`config.mk`:
```
export PLATFORM = sky130hd
export DESIGN_NAME = parking_gate_controller
export DESIGN_NICKNAME = d
export VERILOG_FILES = /design/src/rtl/parking_gate_controller.sv
export SDC_FILE = /design/constraint.sdc
export NUM_CORES = 1
export LEC_CHECK = 0
export CORE_MARGIN = 2
export CORE_UTILIZATION = 45
export CTS_BUF_LIST = sky130_fd_sc_hd__clkbuf_8 sky130_fd_sc_hd__clkbuf_16
export CTS_CLUSTER_DIAMETER = 200
export DETAILED_ROUTE_END_ITERATION = 6
export HOLD_SLACK_MARGIN = 0.12
export PLACE_DENSITY = 0.69
export SKIP_LAST_GASP = 1
export SYNTH_ARGS = -nofsm -noshare
export SYNTH_HDL_FRONTEND = slang
export SYNTH_SLANG_ARGS = --single-unit
```
`constraint.sdc`:
```
create_clock -name clk -period 4.8 [get_ports clk]
set_clock_uncertainty 0.1 [all_clocks]
set_input_delay 0.48 -clock clk [delete_from_list [all_inputs] [get_ports clk]]
set_output_delay 0.48 -clock clk [all_outputs]
set_load 0.02 [all_outputs]
```
`src/rtl/parking_gate_controller.sv`:
```
// Parking gate controller: arbitrates entry/exit requests, drives two gates
// and tracks occupancy of an 8-slot lot.
// Optional feature: define PARKING_GATE_TIMEOUT_EN to close a gate that has
// stayed open for GATE_TIMEOUT cycles without car_passed.
module parking_gate_controller #(
  parameter int unsigned GATE_TIMEOUT = 16
) (
  input  logic       clk,
  input  logic       rst,
  input  logic       entry_req,
  input  logic       exit_req,
  input  logic [2:0] exit_slot,
  input  logic       car_passed,
  output logic       entry_ack,
  output logic       exit_ack,
  output logic       entry_reject,
  output logic       exit_err,
  output logic       gate_in_open,
  output logic       gate_out_open,
  output logic [2:0] assigned_slot,
  output logic [7:0] occupancy,
  output logic [3:0] parked,
  output logic [3:0] empty,
  output logic       timeout
);

  localparam int unsigned SLOTS   = 8;
  localparam int unsigned SLOT_W  = 3;
  localparam int unsigned COUNT_W = 4;

  typedef enum logic [1:0] {
    IDLE  = 2'd0,
    ENTRY = 2'd1,
    EXIT  = 2'd2
  } state_t;

  state_t              state;
  logic                exit_priority;
  logic [SLOT_W-1:0]   exit_slot_q;
  logic [SLOTS-1:0]    occ_next;
  logic [SLOT_W-1:0]   free_slot;
  logic                lot_full;
  logic                entry_ok;
  logic                exit_ok;
  logic                grant_entry;
  logic                grant_exit;

`ifdef PARKING_GATE_TIMEOUT_EN
  localparam int unsigned TIMER_W = 8;
  localparam logic [TIMER_W-1:0] TIMER_LAST = TIMER_W'(GATE_TIMEOUT - 1);
  logic [TIMER_W-1:0]  timer;
  logic                timer_expired;
`endif

  // Lowest-index free slot in the occupancy map.
  function automatic logic [SLOT_W-1:0] lowest_free(input logic [SLOTS-1:0] occ);
    lowest_free = '0;
    for (int i = SLOTS - 1; i >= 0; i--) begin
      if (!occ[i]) lowest_free = SLOT_W'(i);
    end
  endfunction

  // Number of occupied slots.
  function automatic logic [COUNT_W-1:0] count_ones(input logic [SLOTS-1:0] v);
    count_ones = '0;
    for (int i = 0; i < SLOTS; i++) begin
      count_ones = count_ones + COUNT_W'(v[i]);
    end
  endfunction

  // Request eligibility and tie-break between simultaneous eligible requests.
  always_comb begin
    free_slot   = lowest_free(occupancy);
    lot_full    = &occupancy;
    entry_ok    = entry_req && !lot_full;
    exit_ok     = exit_req && occupancy[exit_slot];
    grant_entry = 1'b0;
    grant_exit  = 1'b0;
    if (state == IDLE) begin
      if (entry_ok && exit_ok) begin
        grant_exit  = exit_priority;
        grant_entry = !exit_priority;
      end else begin
        grant_entry = entry_ok;
        grant_exit  = exit_ok;
      end
    end
  end

`ifdef PARKING_GATE_TIMEOUT_EN
  // Gate has been open for the full allowance without a car passing.
  always_comb begin
    timer_expired = (state != IDLE) && !car_passed && (timer == TIMER_LAST);
  end
`endif

  // Occupancy after this cycle: only a completed passage changes it.
  always_comb begin
    occ_next = occupancy;
    if (car_passed) begin
      if (state == ENTRY) begin
        occ_next[assigned_slot] = 1'b1;
      end else if (state == EXIT) begin
        occ_next[exit_slot_q] = 1'b0;
      end
    end
  end

  // Occupancy map and derived counts, updated together.
  always_ff @(posedge clk) begin
    if (rst) begin
      occupancy <= '0;
      parked    <= '0;
      empty     <= COUNT_W'(SLOTS);
    end else begin
      occupancy <= occ_next;
      parked    <= count_ones(occ_next);
      empty     <= COUNT_W'(SLOTS) - count_ones(occ_next);
    end
  end

`ifdef PARKING_GATE_TIMEOUT_EN
  // Open-gate cycle counter, restarted at every grant.
  always_ff @(posedge clk) begin
    if (rst) begin
      timer <= '0;
    end else if (grant_entry || grant_exit) begin
      timer <= '0;
    end else if (state != IDLE && !car_passed && !timer_expired) begin
      timer <= timer + TIMER_W'(1);
    end
  end
`endif

  // Transaction FSM with registered gate drives and status pulses.
  always_ff @(posedge clk) begin
    if (rst) begin
      state         <= IDLE;
      exit_priority <= 1'b1;
      exit_slot_q   <= '0;
      assigned_slot <= '0;
      gate_in_open  <= 1'b0;
      gate_out_open <= 1'b0;
      entry_ack     <= 1'b0;
      exit_ack      <= 1'b0;
      entry_reject  <= 1'b0;
      exit_err      <= 1'b0;
      timeout       <= 1'b0;
    end else begin
      entry_ack    <= 1'b0;
      exit_ack     <= 1'b0;
      entry_reject <= 1'b0;
      exit_err     <= 1'b0;
      timeout      <= 1'b0;
      case (state)
        IDLE: begin
          // Refusals are reported even when the other side is granted.
          if (entry_req && lot_full) entry_reject <= 1'b1;
          if (exit_req && !occupancy[exit_slot]) exit_err <= 1'b1;
          if (grant_entry) begin
            state         <= ENTRY;
            entry_ack     <= 1'b1;
            gate_in_open  <= 1'b1;
            assigned_slot <= free_slot;
            exit_priority <= 1'b1;
          end else if (grant_exit) begin
            state         <= EXIT;
            exit_ack      <= 1'b1;
            gate_out_open <= 1'b1;
            exit_slot_q   <= exit_slot;
            exit_priority <= 1'b0;
          end
        end
        ENTRY: begin
          if (car_passed) begin
            state        <= IDLE;
            gate_in_open <= 1'b0;
          end
`ifdef PARKING_GATE_TIMEOUT_EN
          else if (timer_expired) begin
            state        <= IDLE;
            gate_in_open <= 1'b0;
            timeout      <= 1'b1;
          end
`endif
        end
        EXIT: begin
          if (car_passed) begin
            state         <= IDLE;
            gate_out_open <= 1'b0;
          end
`ifdef PARKING_GATE_TIMEOUT_EN
          else if (timer_expired) begin
            state         <= IDLE;
            gate_out_open <= 1'b0;
            timeout       <= 1'b1;
          end
`endif
        end
        default: begin
          state         <= IDLE;
          gate_in_open  <= 1'b0;
          gate_out_open <= 1'b0;
        end
      endcase
    end
  end

endmodule

```
==> run summary, run 1 <==
=========================================================================
DRC violations left                                                     0
# placed instances                                                    264
Final-report hold violation count                                       0
Hpwl dp                                                           3047 µm
Highest-count cells in the layout ignoring fill and taps     clkdlybuf4s50_1 (32), dfxtp_1 (30), nor2_1 (20)
Slew Limit Headroom                                                63.28%
Maximum clock rate                                             0.2200 GHz
Max layer used                                                       met4
Drt total wl                                                      4115 µm
WL met3                                                            273 µm
Min-Delay Path Depth                                                    2
Antenna violations before repair                                        0
Filler Cell Count                                                     303
Number of core rows                                                    21
H-tree depth                                                            2
Dominant combinational cell family by area after synthesis   simple AND/OR/NAND/NOR gates
Port Buffers                                                           32
Type of element capturing the critical path                      register
M1 wire length                                                    1712 µm
Met2 wirelength from detailed routing                             2069 µm
Distinct cell type count after synthesis                               45
Most common cell after layout, fill and taps aside           clkdlybuf4s50_1
Buffer count from post-CTS setup fixing                                 0
Sequential cell area in the final layout                        600.6 µm²
Arr. time, crit path                                              4.61 ns
Root buffer selected by CTS                                      clkbuf_8
Sinks on the clock net                                                 30
Per-instance average area after synthesis                       8.559 µm²
Effective utilization at floorplan                                 47.47%
Ratio of final minimum period to clock period                      94.71%
Router iterations before antenna repair                                 4
IO Pins                                                                34
Area of the core                                                 3390 µm²
Worst-Skew Late Latency                                           0.28 ns
Total routing usage reported by global routing                     21.73%
CP Data Required Time                                             4.87 ns
Endpoints failing setup                                                 0
Count of hold-fix buffers inserted at cts                               0
Multiplexer area fraction after synthesis                          3.110%
Die Outline Area                                                 4070 µm²
Post-synthesis sequential area ratio                               37.33%
Synth Instances                                                       188
Xor/xnor cell area share of the yosys netlist                      1.089%
Power per Cell Area                                          302.5 nW/µm²
Total overflow reported by the global router                            0
Area fraction in compound gates after synthesis                    20.22%
Number of nets in the layout                                          244
Worst Setup Start Kind                                           register
Number of enable flip-flop cells after synthesis                        0
Syn nets                                                              207
Pin count of the biggest net entering global routing                   25
Clock slew at reported path FFs                                   0.06 ns
Leak pwr                                                        0.7903 nW
Detail Route Antenna Nets                                               0
Max Fanout on Critical Path                                             6
Number of CTS-inserted buffers                                          5
Non-filler cells, final                                               272
Area of the multi-input gates                                   898.4 µm²
Simple-gate share of the synthesized area                          20.61%
Setup Total Neg Slack                                                0 ns
Die Ht                                                           63.80 µm
TritonCTS clock tree                                                 done
Min-delay worst type                                         register to register
Final core occ                                                     61.72%
Synthesized-area fraction occupied by adder cells                  10.42%
Outcome                                                      complete, no violations
Asr flop ratio synth                                                   0%
Layout overhead on the synthesized area                            30.02%
Wire per inst                                                    15.13 µm
Number of max-slew violations in the final report                       0
Count of max-cap constraint violations                                  0
RSZ-0062 raised after global routing                                false
Antenna cell count                                                      0
Worst VDD drop                                                  0.2401 mV
Via count of the routed design                                      1,542
Worst setup path category                                    register to register
Syn. warnings                                                           0
Worst r2r path cells                                                   16
Shortest clock period the worst path allows after layout         4.546 ns
Wire length of the first global-routing pass                      6858 µm
RD Place Congestion                                                0.9589
Number of synthesized register bits                                    30
Post-synthesis instance area                                     1609 µm²
Width of the die                                                 63.80 µm
Vias in the first global route                                      1,500
Power, Total                                                    0.6329 mW
Proportion of layout cells with a drive suffix above 1             7.522%
Most common flop cell mapped by yosys                             dfxtp_1
Transition time at the pin with the least slew margin           0.5482 ns
Drt initial violations                                                131
Largest buffer count on any clock path                                  2
Number of vias per cell                                             5.669
=========================================================================
-- what timing repair did --
action,in CTS,in global routing
resized for setup,0,1
endpoints found under the setup margin,0,2
endpoints found under the hold margin,0,0
-- metal layers --
layer	track usage, %	vias up
li1	-	736
met1	23.94	741
met2	39.06	57
met3	6.162	8
met4	8.424	0
met5	0	-
-- cells by family (layout without fill, tap and decap cells) --
family / after synthesis / in the layout
simple gates: 66 / 66
compound gates: 47 / 47
flops: 30 / 30
buf+inv: 26 / 64
fa+ha+maj: 11 / 11
mux: 5 / 5
xor+xnor: 2 / 2
other cells: 1 / 1
-- flip-flops by register name, indices dropped and copies added, names as in the netlist --
register and cells:
exit_priority 1, parked 4, assigned_slot 3, exit_ack 1, exit_slot_q 3, state 2
occupancy 8, gate_out_open 1, entry_ack 1, empty 3, exit_err 1, entry_reject 1
gate_in_open 1
-- power by group --
group / internal [mW] / switching (mW) / leakage, nW
Clock: 0.145 / 0.0950 / 0.0575
Combinational: 0.0523 / 0.0697 / 0.488
Sequential: 0.262 / 0.00971 / 0.244
Total: 0.458 / 0.174 / 0.790
-- final timing paths --
check	end	slack [ns]	from
worst max register to register	empty[3]$_SDFF_PP1_	0.25	state[0]$_SDFFE_PP0P_
worst max-delay path	empty[3]$_SDFF_PP1_	0.25	state[0]$_SDFFE_PP0P_
worst min register to register	gate_out_open$_SDFFE_PP0P_	0.42	gate_out_open$_SDFFE_PP0P_
worst min-delay path	gate_out_open$_SDFFE_PP0P_	0.42	gate_out_open$_SDFFE_PP0P_
-- through the flow --
step / area [µm²] / worst slack, ns / hold WS (ns)
floorplan: 1609 / 0.5462 / 0.3858
global placement: 1979 / 0.09853 / 0.4056
detailed placement: 1979 / 0.04926 / 0.4157
CTS: 2090 / 0.2128 / 0.4241
global route: 2092 / 0.04252 / 0.4507
finish: 2092 / 0.2541 / 0.4181
-- worst max-delay path, cell delays in order (launching register included) --
cell and delay [ns]:
dfxtp_1 0.34, inv_1 0.09, ha_2 0.24, inv_1 0.07, or4_1 0.49, a21oi_1 0.19, nor2_1 0.08, fa_1 0.51
inv_1 0.06, fa_1 0.55, fa_1 0.43, inv_1 0.07, ha_1 0.16, inv_1 0.06, fa_1 0.55, a311oi_1 0.11
a311o_1 0.33
-- synthesized netlist by cell type, types with 2 or more instances --
| cell | instances | area [µm²] |
|---|---|---|
| nand3_1 | 11 | 55.05 |
| o21ai_0 | 7 | 35.03 |
| o22a_1 | 2 | 17.52 |
| nand4b_1 | 2 | 17.52 |
| a22oi_2 | 2 | 25.02 |
| ha_1 | 7 | 87.58 |
| a31oi_1 | 4 | 25.02 |
| nand4_1 | 3 | 18.77 |
| clkbuf_1 | 3 | 11.26 |
| dfxtp_1 | 30 | 600.6 |
| a21oi_1 | 16 | 80.08 |
| nand2_1 | 8 | 30.03 |
| nand2b_1 | 2 | 12.51 |
| nor2b_1 | 4 | 25.02 |
| nor2_1 | 20 | 75.07 |
| and3_1 | 2 | 12.51 |
| inv_1 | 19 | 71.32 |
| and2_1 | 6 | 37.54 |
| fa_1 | 4 | 80.08 |
| a211oi_1 | 2 | 15.01 |
| buf_4 | 2 | 15.01 |
| nor3_1 | 5 | 25.02 |
| mux2i_1 | 5 | 50.05 |
-- final cells by class --
cell class                 instances  area share (%)
tap                               46           2.751
inverter                          20           3.589
multi-input combinational        132           42.94
clock buffer                       8           5.263
timing repair buffer              36           16.75
sequential                        30           28.71
Note: power is estimated with default switching activity, not from simulation.
==> inputs of run 2 (changes only) <==
CTS_BUF_LIST = sky130_fd_sc_hd__clkbuf_2 sky130_fd_sc_hd__clkbuf_4 sky130_fd_sc_hd__clkbuf_8   (was sky130_fd_sc_hd__clkbuf_8 sky130_fd_sc_hd__clkbuf_16)
CTS_CLUSTER_SIZE = 20   (was not set)
clock period = 5.1 ns   (was 4.8 ns; I/O delays follow)
==> run 2 against run 1 <==
Against the previous run:
- clock power grew 6%
- register-to-register slack gained 0.30 ns
- largest power group unchanged
- critical path type unchanged
- clock-buffer cell count shrank 2
- first-iteration DRC count grew 43%
- hold slack gained 0.0064 ns
- setup slack gained 0.30 ns
- combinational power shrank 11%
- wire length shrank 2.4%
==> run summary, run 2 (synthesized netlist as in run 1, its figures left out) <==
=======================================================================
Outcome                                                    complete, no violations
Placed inst area                                               1957 µm²
Drt total wl                                                    4016 µm
Number of flip-flops in the largest register                          8
Number of CTS-inserted buffers                                        5
Top reg by flops                                              occupancy
Max layer used                                                     met4
Final hold slack                                              0.4245 ns
Setup Total Neg Slack                                              0 ns
Count of max-cap constraint violations                                0
Worst VDD drop                                                0.1729 mV
Width of the die                                               63.80 µm
Via count of the routed design                                    1,499
Arr. time, crit path                                            4.65 ns
RSZ-0062 raised after global routing                              false
Vias in the first global route                                    1,523
Max Fanout on Critical Path                                           6
Number of vias per cell                                           5.572
Area of the multi-input gates                                 895.9 µm²
Largest registers                                          occupancy: 8 flops, parked: 4 flops
Count of hold-fix buffers inserted at cts                             0
Final core occ                                                   61.02%
H-tree depth                                                          2
Critical Path Source                                       state[0]$_SDFFE_PP0P_
Most common cell after layout, fill and taps aside         clkdlybuf4s50_1
Layout overhead on the synthesized area                          28.54%
Reg-to-reg setup timing slack                                   0.56 ns
Met2 wirelength from detailed routing                           1948 µm
Worst-Skew Late Latency                                         0.34 ns
Total routing usage reported by global routing                   21.82%
Buffer count from post-CTS setup fixing                               0
M1 wire length                                                  1653 µm
Hpwl dp                                                         3041 µm
Transition time at the pin with the least slew margin         0.8477 ns
Effective utilization at floorplan                               47.47%
Worst Setup Start Kind                                         register
WL met3                                                          316 µm
Worst r2r path cells                                                 17
Power, Total                                                  0.6200 mW
Sinks on the clock net                                               30
Wire per inst                                                  14.93 µm
Antenna violations before repair                                      0
Antenna cell count                                                    0
Filler Cell Count                                                   298
Number of max-slew violations in the final report                     0
Wire length of the first global-routing pass                    6906 µm
Critical path capture point                                empty[2]$_SDFF_PP0_
Shortest clock period the worst path allows after layout       4.545 ns
RD Place Congestion                                              0.8521
Die Outline Area                                               4070 µm²
Post-cts gate resize count                                            0
Type of element capturing the critical path                    register
Sequential cell area in the final layout                      600.6 µm²
Number of core rows                                                  21
Leak pwr                                                      0.7782 nW
Terminus of the critical flop-to-flop path                 empty[2]$_SDFF_PP0_
Area of the core                                               3390 µm²
Worst setup path category                                  register to register
Ratio of final minimum period to clock period                    89.12%
Highest-count cells in the layout ignoring fill and taps   clkdlybuf4s50_1 (32), dfxtp_1 (30), nor2_1 (20)
Root buffer selected by CTS                                    clkbuf_4
Clock slew at reported path FFs                                 0.11 ns
Number of nets in the layout                                        241
Die Ht                                                         63.80 µm
IO Pins                                                              34
Worst reg2reg path startpoint                              state[0]$_SDFFE_PP0P_
Port Buffers                                                         32
Post-route cell area                                           2068 µm²
Detail Route Antenna Nets                                             0
Slew Limit Headroom                                              43.31%
Largest buffer count on any clock path                                2
CP Data Required Time                                           5.20 ns
Total overflow reported by the global router                          0
TritonCTS clock tree                                               done
DRC violations left                                                   0
Router iterations before antenna repair                               5
Drt initial violations                                              187
Min-delay worst type                                       register to register
Maximum clock rate                                           0.2200 GHz
Power per Cell Area                                        299.8 nW/µm²
Pin count of the biggest net entering global routing                 25
Proportion of layout cells with a drive suffix above 1           5.830%
Endpoints failing setup                                               0
Final-report hold violation count                                     0
=======================================================================
run 2: through the flow:
step	setup slack, ns	cells
6_report	0.5551	269
5_1_grt	0.2350	269
4_1_cts	0.5241	269
3_5_place_dp	0.3087	261
3_3_place_gp	0.3361	261
2_1_floorplan	0.8462	188
run 2: final cells by class:
| class | count | share of cell area [%] |
|---|---|---|
| clock buffers | 6 | 2.480 |
| clock inverters | 2 | 2.904 |
| inverters | 20 | 3.630 |
| multi-input cells | 132 | 43.32 |
| flip-flops and latches | 30 | 29.04 |
| well taps | 46 | 2.783 |
| repair buffers | 33 | 15.85 |
run 2: worst min path at each step:
stage | start | to | slack, ns | depth (start not counted)
floorplan | state[0]$_SDFFE_PP0P_ | state[0]$_SDFFE_PP0P_ | 0.39 | 2
global placement | gate_in_open$_SDFFE_PP0P_ | gate_in_open$_SDFFE_PP0P_ | 0.41 | 2
detailed placement | gate_in_open$_SDFFE_PP0P_ | gate_in_open$_SDFFE_PP0P_ | 0.42 | 2
CTS | gate_in_open$_SDFFE_PP0P_ | gate_in_open$_SDFFE_PP0P_ | 0.43 | 2
global route | gate_out_open$_SDFFE_PP0P_ | gate_out_open$_SDFFE_PP0P_ | 0.48 | 2
finish | gate_in_open$_SDFFE_PP0P_ | gate_in_open$_SDFFE_PP0P_ | 0.42 | 2
run 2: where the power goes:
part / leakage [nW] / internal [mW] / switching [mW]
combinational: 0.475 / 0.0467 / 0.0627
clock: 0.0585 / 0.166 / 0.0888
sequential: 0.244 / 0.246 / 0.00982
total: 0.778 / 0.459 / 0.161
run 2: routing by layer:
metal,global-route usage (%),up-vias
met5,0,-
met4,9.783,0
met3,6.690,13
met2,36.07,56
met1,25.89,703
li1,-,727
run 2: worst max-delay path, cell delays in order, from the launching register on:
cell and delay, ns:
dfxtp_1 0.36, inv_1 0.09, ha_1 0.27, inv_1 0.08, or4_1 0.50, a21oi_1 0.20
nor2_1 0.08, fa_1 0.51, inv_1 0.05, fa_1 0.46, fa_1 0.49, inv_1 0.04
ha_1 0.20, inv_1 0.07, fa_1 0.46, ha_1 0.22, xnor2_1 0.16, nor2_1 0.05
